`src/rtl/serial_subtractor_dataflow.sv`:
```
// serial_subtractor_dataflow
//   Digit-serial subtractor computing diff = a - b - bin modulo 2^WIDTH.
//   Each RUN cycle handles one DIGIT-bit slice, starting with the least significant slice.
//   A borrow register chains consecutive slices together.
//   Operands enter through a valid/ready channel that is open only in IDLE.
//   The result leaves through a valid/ready channel and is held while the consumer stalls.
//
// Ports
//   clk        rising-edge clock
//   rst_n      asynchronous active-low reset
//   in_valid   operand bundle valid
//   in_ready   operands accepted (high only in IDLE)
//   a, b, bin  minuend, subtrahend, borrow-in (sampled only on acceptance)
//   out_valid  result valid (high only in DONE)
//   out_ready  consumer accepts the result
//   diff       a - b - bin modulo 2^WIDTH
//   bout       unsigned borrow-out (a < b + bin)
//   zero       diff == 0
//   ovf        two's-complement overflow of the subtraction

module serial_subtractor_dataflow #(
  parameter int WIDTH = 16,
  parameter int DIGIT = 4
) (
  input  logic             clk,
  input  logic             rst_n,
  input  logic             in_valid,
  output logic             in_ready,
  input  logic [WIDTH-1:0] a,
  input  logic [WIDTH-1:0] b,
  input  logic             bin,
  output logic             out_valid,
  input  logic             out_ready,
  output logic [WIDTH-1:0] diff,
  output logic             bout,
  output logic             zero,
  output logic             ovf
);

  localparam int N     = WIDTH / DIGIT;
  localparam int CNT_W = (N > 1) ? $clog2(N) : 1;

  typedef enum logic [1:0] {IDLE, RUN, DONE} state_t;

  state_t             state_q, state_d;
  logic [CNT_W-1:0]   cnt_q, cnt_d;
  logic               borrow_q, borrow_d;
  logic [WIDTH-1:0]   a_q, a_d;
  logic [WIDTH-1:0]   b_q, b_d;
  logic [WIDTH-1:0]   result_q, result_d;
  logic               bout_q, bout_d;
  logic               zero_q, zero_d;
  logic               ovf_q, ovf_d;

  logic [DIGIT-1:0]   a_slice;
  logic [DIGIT-1:0]   b_slice;
  logic [DIGIT:0]     slice_full;
  logic               msb_borrow;
  logic               last_slice;

  // Select the slice addressed by the step counter and subtract it.
  // The subtraction is DIGIT+1 bits wide, so its top bit is the borrow out of the slice.
  always_comb begin
    a_slice = '0;
    b_slice = '0;
    for (int k = 0; k < N; k++) begin
      if (int'(cnt_q) == k) begin
        a_slice = a_q[k*DIGIT +: DIGIT];
        b_slice = b_q[k*DIGIT +: DIGIT];
      end
    end
    slice_full = {1'b0, a_slice} - {1'b0, b_slice} - {{DIGIT{1'b0}}, borrow_q};
    // The difference bit is a ^ b ^ borrow_in.
    // So the borrow into the slice MSB can be recovered as a ^ b ^ d at that bit.
    msb_borrow = a_slice[DIGIT-1] ^ b_slice[DIGIT-1] ^ slice_full[DIGIT-1];
    last_slice = (int'(cnt_q) == N - 1);
  end

  // Next-state logic: accept in IDLE, one slice per cycle in RUN, hold in DONE.
  // The flags are computed only on the final slice, so they change together with diff.
  always_comb begin
    state_d  = state_q;
    cnt_d    = cnt_q;
    borrow_d = borrow_q;
    a_d      = a_q;
    b_d      = b_q;
    result_d = result_q;
    bout_d   = bout_q;
    zero_d   = zero_q;
    ovf_d    = ovf_q;
    case (state_q)
      IDLE: begin
        if (in_valid) begin
          a_d      = a;
          b_d      = b;
          borrow_d = bin;
          cnt_d    = '0;
          state_d  = RUN;
        end
      end
      RUN: begin
        for (int k = 0; k < N; k++) begin
          if (int'(cnt_q) == k) begin
            result_d[k*DIGIT +: DIGIT] = slice_full[DIGIT-1:0];
          end
        end
        borrow_d = slice_full[DIGIT];
        cnt_d    = cnt_q + CNT_W'(1);
        if (last_slice) begin
          bout_d  = slice_full[DIGIT];
          ovf_d   = msb_borrow ^ slice_full[DIGIT];
          zero_d  = (result_d == '0);
          state_d = DONE;
        end
      end
      DONE: begin
        if (out_ready) begin
          state_d = IDLE;
        end
      end
      default: begin
        state_d = IDLE;
      end
    endcase
  end

  // State and datapath registers.
  // Reset clears everything, so a partially computed result is never visible after an abort.
  always_ff @(posedge clk or negedge rst_n) begin
    if (!rst_n) begin
      state_q  <= IDLE;
      cnt_q    <= '0;
      borrow_q <= 1'b0;
      a_q      <= '0;
      b_q      <= '0;
      result_q <= '0;
      bout_q   <= 1'b0;
      zero_q   <= 1'b0;
      ovf_q    <= 1'b0;
    end else begin
      state_q  <= state_d;
      cnt_q    <= cnt_d;
      borrow_q <= borrow_d;
      a_q      <= a_d;
      b_q      <= b_d;
      result_q <= result_d;
      bout_q   <= bout_d;
      zero_q   <= zero_d;
      ovf_q    <= ovf_d;
    end
  end

  assign in_ready  = (state_q == IDLE);
  assign out_valid = (state_q == DONE);
  assign diff      = result_q;
  assign bout      = bout_q;
  assign zero      = zero_q;
  assign ovf       = ovf_q;

endmodule
```
`config.mk`:
```
export PLATFORM = sky130hd
export DESIGN_NAME = serial_subtractor_dataflow
export DESIGN_NICKNAME = d
export VERILOG_FILES = /design/src/rtl/serial_subtractor_dataflow.sv
export SDC_FILE = /design/constraint.sdc
export NUM_CORES = 1
export LEC_CHECK = 0
export CAP_MARGIN = 5
export CORE_MARGIN = 8
export CORE_UTILIZATION = 55
export DETAILED_ROUTE_END_ITERATION = 8
export HOLD_SLACK_MARGIN = 0.06
export PLACE_DENSITY_LB_ADDON = 0.2
export SYNTH_ARGS = -nofsm -noshare
export SYNTH_HDL_FRONTEND = slang
export SYNTH_SLANG_ARGS = --single-unit
```
`constraint.sdc`:
```
create_clock -name clk -period 5.2 [get_ports clk]
set_input_delay 1.04 -clock clk [delete_from_list [all_inputs] [get_ports clk]]
set_output_delay 1.04 -clock clk [all_outputs]
set_load 0.01 [all_outputs]
```
==> metrics <==
main flop type after synthesis=dfrtp_1; Worst setup SP type=flop; post-cts hold buffer count=0; clock buffer depth=2; first-pass GRT wire length=9520 µm; sequential area share after synthesis=between 50 and 60%; Rel. slew slack=44.6%; drc violations=0; Synthesis Warnings=0; mux share of post-synthesis cell area=~14%; clock-pin slew on the worst setup and hold paths=0.10 ns; skew final=0.00778 ns; Worst Hold Class=reg2reg; gr usage total=16.0%; total grt overflow=0; # Max-Cap Violations=0; DP Worst Slack=1.51 ns; worst endpoint required time=about 5.4 ns; Final Wtd Congestion=0.784; largest family of logic cells by synthesized area=multiplexers; drt wl/cell=15.4 µm; vias=between 1,500 and 2,000; largest net degree at the start of global routing=57; Hold Path Origin=diff[15]$_DFFE_PN0P_; R2R Setup Slk=about 1.4 ns; f_max=0.266 GHz; worst reg2reg path startpoint=cnt_q[1]$_DFFE_PN0P_; number of synthesized flops with an enable pin=0; DR vias/cell=5.41; Synth cell types=42; clock root cell=clkbuf_8; Post-layout nets=about 340; element type at the critical path end=flop; Internal Power=0.00160 W; Clk pwr share=approximately 8.5%; Syn-to-layout area delta=25.3%; Final WS setup=around 1.4 ns; number of global-route vias before repair=2,015; H-tree depth=2; Initial DRC Count=94; die span in y=86.4 µm; final setup TNS=0 ns; core area=between 4000 and 5000 µm²; post-cts resize count=0; Synthesized Nets=286; CP arrival=4.00 ns; Row Count=25; ANT cells=0; Worst Tran Pin Value=0.831 ns; Gate power share=62.8%; synthesized-area fraction occupied by adder cells=5.14%; cts bufs inserted=5; Peak VDD IR=0.000432 V; Hold Path Sink=diff[15]$_DFFE_PN0P_; Hold Path Depth=2; FFs w/ async S/R, synth=between 90% and 100%; sequential share of power=28.7%; Final min period=between 3 and 4 ns; Die W=a little under 90 µm; Pre-Repair DR Iteration Count=4; FF-to-FF path depth=14; synthesized area per cell=between 10 and 15 µm²; status=finished, final reports clean; r2r endpoint=ovf$_DFFE_PN0P_; mapped cell area=2730 µm²; Leakage Power=1.47 nW; Clock Sinks=56; post-synthesis cell count=239; initial antenna violation count=0; Slew Limit Fails=0; DPL Wire Length=4190 µm; switching share of power=around 43%; setup bufs post-CTS=0; compound-cell area share of the yosys netlist=approximately 13%; CTS tree=built; CP Class=reg2reg; count of final hold-check violations=0; post-route clock period utilization=72.4%; ratio of cells with drive above 1 in the final layout=6.83%; Initial Util=57.4%; FF+latch count, synth=56; Post-Synth Simple-Gate Area=11.6%; Detail Route Antenna Nets=0; clk_lat worst skew=~0.31 ns; total wire length=roughly 5500 µm; DIE AREA=7470 µm²; sw power=0.00119 W; Synth Area in XOR/XNOR=2.39%; # IOs=58; final setup vio count=0; port bufs=between 50 and 60; total power=0.00278 W; setup repair after global routing missed its margin=no; Power Dens Cells=813 nW/µm²; Max FO, Critical Path=14
## worst max-delay path by stage
stage	slack [ns]	startpoint	depth (start not counted)	end
6_report	1.44	cnt_q[1]$_DFFE_PN0P_	14	ovf$_DFFE_PN0P_
5_1_grt	1.20	cnt_q[1]$_DFFE_PN0P_	14	ovf$_DFFE_PN0P_
4_1_cts	1.47	cnt_q[1]$_DFFE_PN0P_	14	ovf$_DFFE_PN0P_
3_5_place_dp	1.51	cnt_q[1]$_DFFE_PN0P_	14	ovf$_DFFE_PN0P_
3_3_place_gp	1.65	cnt_q[1]$_DFFE_PN0P_	14	ovf$_DFFE_PN0P_
2_1_floorplan	1.81	cnt_q[0]$_DFFE_PN0P_	14	ovf$_DFFE_PN0P_
## state kept, by name, indices dropped and copies added, names as in the netlist
| name | count |
|---|---|
| borrow_q | 1 |
| bout | 1 |
| b_q | 16 |
| diff | 16 |
| zero | 1 |
| ovf | 1 |
| state_q | 2 |
| cnt_q | 2 |
| a_q | 16 |
## cells in the final DEF, fill, tap and decap left out, types with 5 or more instances in the layout
cell type / n
inv_1: 8
a21oi_1: 9
clkbuf_8: 5
nor2b_1: 7
mux2_2: 6
o21ai_0: 7
dfrtp_1: 56
ha_1: 8
clkdlybuf4s50_1: 56
nand2_1: 32
nor3_1: 5
mux2_1: 26
nor2_1: 6
o21ai_1: 16
## synth_stat cells, drive strengths merged, types with 2 or more instances
cell / instances / area share [%]
dfrtp: 56 / 51
a22o: 2 / 0.64
nor2b: 7 / 1.6
o21ai: 23 / 4.2
nand2: 32 / 4.4
o2111ai: 2 / 0.64
ha: 8 / 3.7
inv: 8 / 1.1
nand2b: 2 / 0.46
buf: 7 / 1.3
nor4: 3 / 0.69
o31ai: 3 / 1.3
clkbuf: 5 / 0.69
mux2: 32 / 13
nor2: 6 / 0.83
a21oi: 9 / 1.7
a22oi: 3 / 0.83
fa: 2 / 1.5
a221oi: 4 / 1.3
xnor2: 2 / 0.92
nor3: 5 / 0.92
xor2: 2 / 0.64
## routing by layer
layer / up-vias / global-route usage [%] / wire length, µm
met5: - / 0 / 0
met4: 0 / 5.79 / 24
met3: 2 / 4.35 / 347
met2: 60 / 26.5 / 2730
met1: 934 / 19.6 / 2440
li1: 952 / - / -
## power groups by stage
stage          combinational [W]  clock, W  sequential, W
4_1_cts                  0.00177  0.000242       0.000800
5_1_grt                  0.00193  0.000258       0.000828
2_1_floorplan            0.00129         0       0.000794
3_3_place_gp             0.00173         0       0.000803
6_report                 0.00175  0.000235       0.000799
3_5_place_dp             0.00176         0       0.000810
## layout make-up
cell class | instances | area [µm²]
Fill cell | 387 | 1340
Inverter | 8 | 30.0
Multi-Input combinational cell | 162 | 1230
Clock buffer | 6 | 72.6
Clock inverter | 2 | 16.3
Tap cell | 67 | 83.8
Sequential cell | 56 | 1400
Timing Repair Buffer | 59 | 581
## per-stage QoR
stage               hold WS [ns]  util [%]  instance area, µm²  std cells
floorplan                  0.458         -                2730        239
global placement           0.466      70.0                3330        352
detailed placement         0.475      70.0                3330        352
CTS                        0.498      71.9                3420        360
global route               0.514      71.9                3420        360
finish                     0.491      71.9                3420        360
## cells by family (layout without fill, tap and decap cells)
family,after synthesis,after routing
DFF,56,56
adders and majority gates,10,10
xor gates and xnor gates,5,5
and+or+nand+nor,62,62
muxes,33,33
AOI/OAI and AO/OA,52,52
buffers and inverters,21,75
## worst max-delay path: stages, from the launching register on
cell and delay (ns):
dfrtp_1 0.41, inv_1 0.10, ha_1 0.50, nor2b_1 0.23, a22oi_1 0.21, nor2_1 0.06
a21oi_1 0.17, o21ai_1 0.10, fa_1 0.47, fa_1 0.45, nand2_1 0.09, a21oi_1 0.07
xnor2_1 0.26, xnor3_1 0.44, o21ai_1 0.12
(Power assumes the default switching activity.)
